==> config.mk <==
export PLATFORM = sky130hd
export DESIGN_NAME = crc_serial_gen_flat
export DESIGN_NICKNAME = d
export VERILOG_FILES = /design/src/rtl/crc_serial_gen_if.sv /design/src/rtl/crc_serial_gen.sv /design/src/flat_wrapper.sv
export SDC_FILE = /design/constraint.sdc
export NUM_CORES = 1
export LEC_CHECK = 0
export CORE_MARGIN = 1
export CORE_UTILIZATION = 48
export CTS_CLUSTER_SIZE = 25
export DETAILED_ROUTE_END_ITERATION = 7
export PLACE_DENSITY = 0.82
export SETUP_SLACK_MARGIN = 0.4
export SLEW_MARGIN = 20
export SYNTH_ARGS = -nofsm -noshare
export SYNTH_HDL_FRONTEND = slang
export SYNTH_SLANG_ARGS = --single-unit
==> constraint.sdc <==
create_clock -name CLK -period 1.6 [get_ports CLK]
set_input_delay 0.16 -clock CLK [delete_from_list [all_inputs] [get_ports CLK]]
set_output_delay 0.16 -clock CLK [all_outputs]
set_load 0.01 [all_outputs]
==> src/rtl/crc_serial_gen_if.sv <==
// Serial CRC generator bus: message bits and INIT in, serial/parallel CRC out.
// The master is the upstream serialiser and the slave is the generator.
interface crc_serial_gen_if #(parameter int CRC_W = 8) ();
  logic             ACTIVE;
  logic             DATA;
  logic             INIT;
  logic             CRC;
  logic             Valid;
  logic             DONE;
  logic [CRC_W-1:0] CRC_PAR;

  modport master (output ACTIVE, DATA, INIT, input  CRC, Valid, DONE, CRC_PAR);
  modport slave  (input  ACTIVE, DATA, INIT, output CRC, Valid, DONE, CRC_PAR);
endinterface

==> src/rtl/crc_serial_gen.sv <==
// Bit-serial CRC generator: absorbs a message while ACTIVE is high, then shifts
// the CRC out LSB-first with Valid, a parallel snapshot and a DONE pulse.
module crc_serial_gen #(
  parameter int               CRC_W = 8,
  parameter logic [CRC_W-1:0] TAPS  = 8'h44,
  parameter logic [CRC_W-1:0] SEED  = 8'hD8
) (
  input logic             CLK,
  input logic             RST,
  crc_serial_gen_if.slave bus
);
  localparam int CNT_W = $clog2(CRC_W + 1);
  // The MSB always takes the feedback, whatever TAPS says about that bit.
  localparam logic [CRC_W-1:0] MASK = TAPS | {1'b1, {(CRC_W-1){1'b0}}};
  localparam logic [CNT_W-1:0] LAST = CNT_W'(CRC_W);

  typedef enum logic [1:0] {IDLE, ABSORB, EMIT} state_t;

  state_t           state;
  logic [CRC_W-1:0] lfsr, lfsr_next, crc_par;
  logic [CNT_W-1:0] cnt;
  logic             crc, valid, done, fb;

  assign fb        = lfsr[0] ^ bus.DATA;
  assign lfsr_next = (lfsr >> 1) ^ ({CRC_W{fb}} & MASK);

  always_ff @(posedge CLK or negedge RST) begin
    if (!RST) begin
      lfsr    <= SEED;
      state   <= IDLE;
      cnt     <= '0;
      crc     <= 1'b0;
      valid   <= 1'b0;
      done    <= 1'b0;
      crc_par <= '0;
    end else if (bus.INIT) begin
      lfsr  <= SEED;
      state <= IDLE;
      cnt   <= '0;
      crc   <= 1'b0;
      valid <= 1'b0;
      done  <= 1'b0;
    end else begin
      case (state)
        IDLE: begin
          crc   <= 1'b0;
          valid <= 1'b0;
          done  <= 1'b0;
          if (bus.ACTIVE) begin
            lfsr  <= lfsr_next;
            state <= ABSORB;
          end
        end
        ABSORB: begin
          if (bus.ACTIVE) begin
            lfsr <= lfsr_next;
          end else begin
            // End of message: snapshot and emit bit 0 on the same edge.
            crc_par <= lfsr;
            crc     <= lfsr[0];
            valid   <= 1'b1;
            done    <= (CRC_W == 1);
            lfsr    <= lfsr >> 1;
            cnt     <= CNT_W'(1);
            state   <= EMIT;
          end
        end
        EMIT: begin
          if (cnt < LAST) begin
            crc   <= lfsr[0];
            valid <= 1'b1;
            done  <= (cnt == LAST - CNT_W'(1));
            lfsr  <= lfsr >> 1;
            cnt   <= cnt + CNT_W'(1);
          end else begin
            crc   <= 1'b0;
            valid <= 1'b0;
            done  <= 1'b0;
            lfsr  <= SEED;
            cnt   <= '0;
            state <= IDLE;
          end
        end
        default: begin
          lfsr  <= SEED;
          state <= IDLE;
          cnt   <= '0;
          crc   <= 1'b0;
          valid <= 1'b0;
          done  <= 1'b0;
        end
      endcase
    end
  end

  assign bus.CRC     = crc;
  assign bus.Valid   = valid;
  assign bus.DONE    = done;
  assign bus.CRC_PAR = crc_par;
endmodule

==> src/flat_wrapper.sv <==
// flat-port wrapper written by rule: the top's interface ports become plain ports
module crc_serial_gen_flat 
#(
  parameter int               CRC_W = 8,
  parameter logic [CRC_W-1:0] TAPS  = 8'h44,
  parameter logic [CRC_W-1:0] SEED  = 8'hD8
)
  (CLK, RST, bus_ACTIVE, bus_DATA, bus_INIT, bus_CRC, bus_Valid, bus_DONE, bus_CRC_PAR);
  crc_serial_gen_if #(.CRC_W(CRC_W)) bus_i ();
  input logic CLK;
  input logic RST;
  input wire logic [$bits(bus_i.ACTIVE)-1:0] bus_ACTIVE;
  input wire logic [$bits(bus_i.DATA)-1:0] bus_DATA;
  input wire logic [$bits(bus_i.INIT)-1:0] bus_INIT;
  output wire logic [$bits(bus_i.CRC)-1:0] bus_CRC;
  output wire logic [$bits(bus_i.Valid)-1:0] bus_Valid;
  output wire logic [$bits(bus_i.DONE)-1:0] bus_DONE;
  output wire logic [$bits(bus_i.CRC_PAR)-1:0] bus_CRC_PAR;
  assign bus_i.ACTIVE = bus_ACTIVE;
  assign bus_i.DATA = bus_DATA;
  assign bus_i.INIT = bus_INIT;
  assign bus_CRC = bus_i.CRC;
  assign bus_Valid = bus_i.Valid;
  assign bus_DONE = bus_i.DONE;
  assign bus_CRC_PAR = bus_i.CRC_PAR;
  crc_serial_gen #(.CRC_W(CRC_W), .TAPS(TAPS), .SEED(SEED)) u_core (.CLK(CLK), .RST(RST), .bus(bus_i));
endmodule
==> results.py, run 1 <==
metrics = {
    "status": {
        "status": "finished, violations left",
        "failed_checks": "setup timing",
    },
    "cells_and_area": {
        "fin_nets": 175,
        "fill_cells": 143,
        "drive_gt1_share_pct": 50.9,
        "diodes": 0,
        "area_delta_synth_final_pct": 57.5,
        "instances_no_fill": 193,
    },
    "synthesis": {
        "synth_xor_area_share_pct": 1.39,
        "synth.most_common_cell": "dfrtp_1",
        "synthFlopType": "dfrtp_1",
        "avgSynthCellArea_um2": 11.2,
        "syn_inst": 112,
        "synth_top_family_by_area": "compound AO/OA/AOI/OAI gates",
        "synth_edf_count": 0,
        "yosys-top-cells-area": "dfrtp_1 42%, dfstp_2 8.3%, mux2_2 7.2%",
        "synth-seq-cells": 25,
        "synth_common_cells": "21 x dfrtp_1, 11 x nand2_1, 8 x mux2_2",
        "synth_fa_ha_area_share_pct": 5.96,
        "syn_nets": 123,
        "syn_area_mm2": 0.00126,
        "async_flop_share_pct": 100,
        "ys_types": 32,
        "ys_seq_area_share_pct": 50.1,
        "synth.largest_area_cell": "dfrtp_1",
        "yosysWarnings": 0,
        "yosys.area.top_type_share_pct": 41.7,
        "synth-compound-area-share_pct": 16.7,
        "synthSimpleGateAreaFrac_pct": 15.7,
        "muxShareOfSynthArea_pct": 7.95,
    },
    "pwr": {
        "pwr-share-clk_pct": 12.6,
        "leakage_nw": 0.853,
        "ir_drop_uv": 1020,
        "p_sw_w": 0.000792,
        "power_frac_comb_pct": 50.3,
        "sw_frac_of_total_pct": 33.6,
        "power_density_mw_per_mm2": 1190,
        "power_w": 0.00235,
        "p_int_w": 0.00156,
        "pwr-share-seq_pct": 37.1,
    },
    "timing": {
        "setup_viol": 5,
        "fin_crit_ns": 1.68,
        "finalHoldViolations": 0,
        "slew_headroom_pct": 69.4,
        "worst_slack_ns": -0.0799,
        "worst_pin_slew_ns": 0.456,
        "max_freq_ghz": 0.595,
        "period_share_pct": 105,
        "rsz0062_at_grt": "yes",
        "drv_slew": 0,
        "holdWs_ns": 0.180,
        "clock_skew_ns": 0.00330,
    },
    "clock_network": {
        "h-tree-depth": 1,
        "clk_latency_ns": 0.33,
        "cts.hold.buffers_added": 0,
        "clock-root-buffer": "clkbuf_4",
        "cts_buffers": 3,
        "clock_path_buffers": 2,
        "clock_sinks": 25,
        "cts_tree": "yes",
        "path_clk_slew_ns": 0.14,
    },
    "grt": {
        "grt.busiest_layer": "met2",
        "overflow": 0,
        "grt_pass1_vias": 1137,
        "grt_pass1_wl_um": 5180,
        "antenna_found_initial": 0,
        "met1_usage_pct": 30.6,
        "grt_start_max_net_pins": 26,
        "use_met3_pct": 5.75,
        "use_met2_pct": 43.3,
        "grt_usage_pct": 26.1,
    },
    "setup_path": {
        "cp_data_required_time_ns": 1.88,
        "startpoint_type": "flop",
        "cp_max_fo": 4,
        "reg2reg_from": "u_core.state[1]",
        "reg2reg_depth": 7,
        "cp-endpoint": "u_core.lfsr[5]",
        "r2r_slack_ns": -0.08,
        "reg2reg_to": "u_core.lfsr[5]",
        "path_class": "flop to flop",
        "cp.arrival_ns": 1.96,
        "cp-startpoint": "u_core.state[1]",
        "critPathCaptureType": "flop",
    },
    "place": {
        "place_congestion": 0.846,
        "dpl_worst_slack_ns": -0.110,
        "port-buffer-count": 15,
        "dp_cells": 164,
        "dpl.hpwl_um": 1970,
    },
    "detailed_routing": {
        "via_per_inst": 5.60,
        "wirelength_um": 3430,
        "drt_pass1_iterations": 4,
        "wl_per_cell_um": 17.8,
        "drt-initial-drc-count": 16,
        "drcViolationCount": 0,
        "ant_nets": 0,
        "vias": 1081,
    },
    "floorplan": {
        "core_area_mm2": 0.00248,
        "num_rows": 18,
        "die_w_um": 53.2,
        "start_util_pct": 50.8,
        "die_area_mm2": 0.00283,
        "die_y_um": 53.2,
        "ios": 16,
    },
    "worst_hold_path": {
        "hold_class": "input port to async pin",
    },
    "run": {
        "max_cap_viol_count": 0,
    },
}
sequential cells by signal, summed over array words and instances, names as in the netlist:
register	count
u_core.cnt	4
u_core.bus.CRC	1
u_core.bus.DONE	1
u_core.bus.Valid	1
u_core.lfsr	8
u_core.bus.CRC_PAR	8
u_core.state	2
layout make-up:
type                       instances  area (µm²)  share of cell area (%)
clock buffer                       3        22.5                    1.14
clock inverter                     1        7.51                   0.379
inverter                           4        17.5                   0.884
multi-input combinational         81         810                    40.8
sequential                        25         632                    31.9
tap                               30        37.5                    1.89
timing repair buffer              49         455                    23.0
what timing repair did:
action / CTS / global route
gates resized for setup: 42 / 20
setup endpoints to repair: 36 / 36
buffers inserted: 16 / 9
pin swaps: 19 / 12
cell usage in the layout, fill, tap and decap left out, drive strengths merged, types with 2 or more instances in the layout:
| cell type | netlist | layout |
|---|---|---|
| a2111oi | 2 | 2 |
| a21oi | 6 | 6 |
| a22o | 3 | 3 |
| a31oi | 2 | 2 |
| and2b | 2 | 2 |
| buf | 2 | 34 |
| clkbuf | 0 | 3 |
| clkdlybuf4s15 | 0 | 10 |
| clkdlybuf4s50 | 0 | 4 |
| dfrtp | 21 | 21 |
| dfstp | 4 | 4 |
| ha | 6 | 6 |
| inv | 4 | 4 |
| mux2 | 8 | 8 |
| nand2 | 11 | 11 |
| nand2b | 6 | 6 |
| nand3b | 2 | 2 |
| nand4 | 2 | 2 |
| nor2 | 8 | 8 |
| nor2b | 2 | 2 |
| o21ai | 6 | 6 |
| o31ai | 2 | 2 |
| o32ai | 2 | 2 |
| xnor2 | 2 | 2 |
power by group through the flow:
stage / clock network [W] / registers, W / logic, W
after global placement: 0 / 0.000878 / 0.000707
after CTS: 0.000296 / 0.000865 / 0.00100
after global routing: 0.000331 / 0.000888 / 0.00127
after detailed placement: 0 / 0.000892 / 0.000739
final: 0.000297 / 0.000874 / 0.00118
after floorplan: 0 / 0.000902 / 0.000395
layer usage:
layer	vias to the layer above	wire length, µm
met1	538	1450
met5	-	0
met3	14	97
met2	28	1760
li1	501	-
met4	0	117
metrics by stage:
| stage | TNS [ns] | instance area, µm² | util [%] |
|---|---|---|---|
| final | -0.172 | 1980 | 80.0 |
| after global routing | -0.582 | 1980 | 80.0 |
| after CTS | 0 | 1870 | 75.3 |
| after detailed placement | -0.340 | 1580 | 63.6 |
| after global placement | -0.0811 | 1580 | 63.6 |
| after floorplan | 0 | 1340 | - |
worst max-delay path: stages, from the launching register on:
cell	delay, ns
dfrtp_1	0.42
inv_2	0.13
ha_4	0.17
buf_12	0.11
nor2_2	0.04
a2111oi_4	0.43
buf_4	0.20
a22o_1	0.12
kinds of logic after synthesis:
logic type               after synthesis
buffers and inverters                  6
AO/OA/AOI/OAI                         26
flip-flops                            25
AND/OR/NAND/NOR                       38
XOR/XNOR                               2
adder cells (fa/ha/maj)                6
multiplexers                           9
worst min-delay path by stage:
stage / from / endpoint / slack [ns] / cells past startpoint
2_1_floorplan: RST / u_core.bus.CRC / -0.14 / 0
3_3_place_gp: u_core.lfsr[4] / u_core.lfsr[3] / 0.48 / 2
3_5_place_dp: u_core.lfsr[4] / u_core.lfsr[3] / 0.50 / 2
4_1_cts: RST / u_core.bus.CRC_PAR[3] / 0.19 / 2
5_1_grt: RST / u_core.bus.CRC_PAR[3] / 0.20 / 2
6_report: RST / u_core.bus.CRC_PAR[4] / 0.18 / 2
Note: power is estimated with default switching activity, not from simulation.
==> run 2: changes to the inputs <==
CAP_MARGIN = 20   (was unset)
CTS_CLUSTER_SIZE = 20   (was 25)
TNS_END_PERCENT = 20   (was unset)
==> run 2 against run 1 <==
Against the previous run: the run now ends clean; critical path depth unchanged; core utilization decreased by 7.4 points; wire length decreased by 11%; die area unchanged; clock-buffer cell count unchanged; power decreased by 12%; critical endpoint is now u_core.lfsr[1]; final cell count decreased by 7.8%; register-to-register slack improved by 0.09 ns; via count decreased by 4.7%; sequential share of layout area increased by 3.2 points.
==> results.py, run 2 (synthesized netlist as in run 1, its figures left out) <==
metrics = {
    "setup_path": {
        "cp_max_fo": 6,
        "path_cells": "inv_2, ha_4, buf_6, nor2_4, a2111oi_4, buf_4, a22o_1",
        "cp.arrival_ns": 1.86,
        "cp_data_required_time_ns": 1.87,
        "critPathCaptureType": "flop",
        "path_class": "flop to flop",
        "slowest_stage": "dfrtp_1",
        "cp.buffers_inverters": 3,
        "max_stage_delay_ns": 0.43,
        "critPathTopFamily": "flip-flops",
        "startpoint_type": "flop",
    },
    "grt": {
        "grt_pass1_wl_um": 5040,
        "grt_start_max_net_pins": 26,
        "overflow": 0,
        "grt_usage_pct": 25.5,
        "grt_pass1_vias": 1044,
        "antenna_found_initial": 0,
    },
    "clock_network": {
        "cts_tree": "yes",
        "clock-root-buffer": "clkbuf_4",
        "h-tree-depth": 1,
        "cts_buffers": 3,
        "clock_path_buffers": 2,
        "clock_sinks": 25,
        "path_clk_slew_ns": 0.13,
        "clk_latency_ns": 0.32,
        "cts.hold.buffers_added": 0,
    },
    "floorplan": {
        "core_area_mm2": 0.00248,
        "ios": 16,
        "die_y_um": 53.2,
        "die_area_mm2": 0.00283,
        "start_util_pct": 50.8,
        "die_w_um": 53.2,
        "num_rows": 18,
    },
    "cells_and_area": {
        "fill_cells": 165,
        "fin_util_pct": 72.6,
        "diodes": 0,
        "fin_nets": 160,
        "postLayoutCellArea_mm2": 0.00180,
        "final-seq-area_um2": 632,
        "drive_gt1_share_pct": 39.2,
        "final_common_cell": "dfrtp_1",
        "area_delta_synth_final_pct": 42.9,
        "final_cell_mix": "20 x dfrtp_1, 14 x buf_4, 11 x dlymetal6s2s_1",
        "multi_input_area_um2": 728,
    },
    "timing": {
        "period_share_pct": 99.5,
        "slew_headroom_pct": 75.1,
        "worst_pin_slew_ns": 0.371,
        "finalHoldViolations": 0,
        "setup_viol": 0,
        "fin_crit_ns": 1.59,
        "max_freq_ghz": 0.628,
        "rsz0062_at_grt": "yes",
        "drv_slew": 0,
        "clock_skew_ns": 0.00266,
    },
    "place": {
        "place_congestion": 0.795,
        "port-buffer-count": 15,
        "dpl.hpwl_um": 1940,
        "place_area_mm2": 0.00156,
    },
    "status": {
        "status": "complete, no violations",
    },
    "worst_hold_path": {
        "hold_class": "input port to async pin",
    },
    "pwr": {
        "power_density_mw_per_mm2": 1150,
        "sw_frac_of_total_pct": 33.9,
        "pwr-share-clk_pct": 13.6,
        "pwr-share-seq_pct": 42.3,
        "ir_drop_uv": 980,
        "p_int_w": 0.00137,
        "p_sw_w": 0.000700,
        "leakage_nw": 0.878,
        "power_frac_comb_pct": 44.1,
    },
    "detailed_routing": {
        "wl_per_cell_um": 17.2,
        "ant_nets": 0,
        "vias": 1030,
        "drt-initial-drc-count": 25,
        "drt_pass1_iterations": 4,
        "drcViolationCount": 0,
        "via_per_inst": 5.79,
        "wirelength_um": 3060,
    },
    "run": {
        "max_cap_viol_count": 0,
    },
}
run 2: cell types whose count changed in the layout (fill, tap and decap cells not counted), sizes merged:
cell,change
buf,-15
clkdlybuf4s15,-10
dlygate4sd2,-1
dlymetal6s2s,+11
clkinvlp,-1
clkinv,+1
run 2: through the flow:
step	hold slack, ns	cells	setup TNS [ns]	setup WS [ns]	total power [W]
2_1_floorplan	-0.136	112	0	0.125	0.00129
3_3_place_gp	0.489	161	0	0.00557	0.00155
5_1_grt	0.215	178	-0.439	-0.0887	0.00218
3_5_place_dp	0.487	161	-0.0568	-0.0371	0.00159
4_1_cts	0.189	173	0	0.0368	0.00200
6_report	0.187	178	0	0.00843	0.00207
run 2: area by class of cell:
class                           count  share of cell area, %
Multi-Input combinational cell     81                   40.5
Sequential cell                    25                   35.1
Timing Repair Buffer               34                   19.8
Tap cell                           30                   2.09
Clock buffer                        3                   1.25
Inverter                            4                  0.974
Clock inverter                      1                  0.278
run 2: metal layers:
layer | global-route usage (%) | wire length, µm | vias up
met5 | 0 | 0 | -
met4 | 7.89 | 53 | 0
met3 | 6.32 | 153 | 8
met2 | 43.8 | 1630 | 43
met1 | 30.8 | 1220 | 504
li1 | - | - | 475
run 2: worst paths after layout:
check	depth (start not counted)	to	startpoint	slack (ns)
worst max register to register	7	u_core.lfsr[1]	u_core.state[1]	0.008
worst min register to register	1	u_core.bus.CRC_PAR[6]	u_core.bus.CRC_PAR[6]	0.52
max in group asynchronous	2	u_core.lfsr[6]	RST	1.11
min in group CLK	1	u_core.bus.CRC_PAR[6]	u_core.bus.CRC_PAR[6]	0.52
worst min-delay path	2	u_core.bus.CRC_PAR[1]	RST	0.19
worst max-delay path	7	u_core.lfsr[1]	u_core.state[1]	0.008
run 2: power by group through the flow:
stage	Combinational [W]	Sequential, W	Clock [W]
after floorplan	0.000389	0.000902	0
after global placement	0.000672	0.000878	0
after detailed placement	0.000702	0.000892	0
after CTS	0.000838	0.000874	0.000291
after global routing	0.000975	0.000892	0.000314
final	0.000911	0.000874	0.000282
run 2: repair_timing:
item | CTS | global route
gates resized for setup | 16 | 17
buffers inserted | 8 | 5
hold endpoints to repair | 0 | 0
setup endpoints to repair | 36 | 36
pin swaps | 12 | 7
run 2: worst register-to-register path, cell delays in order, from the launching register on:
cell and delay [ns]:
dfrtp_1 0.43, inv_2 0.12, ha_4 0.21, buf_6 0.12, nor2_4 0.04, a2111oi_4 0.32
buf_4 0.18, a22o_1 0.11
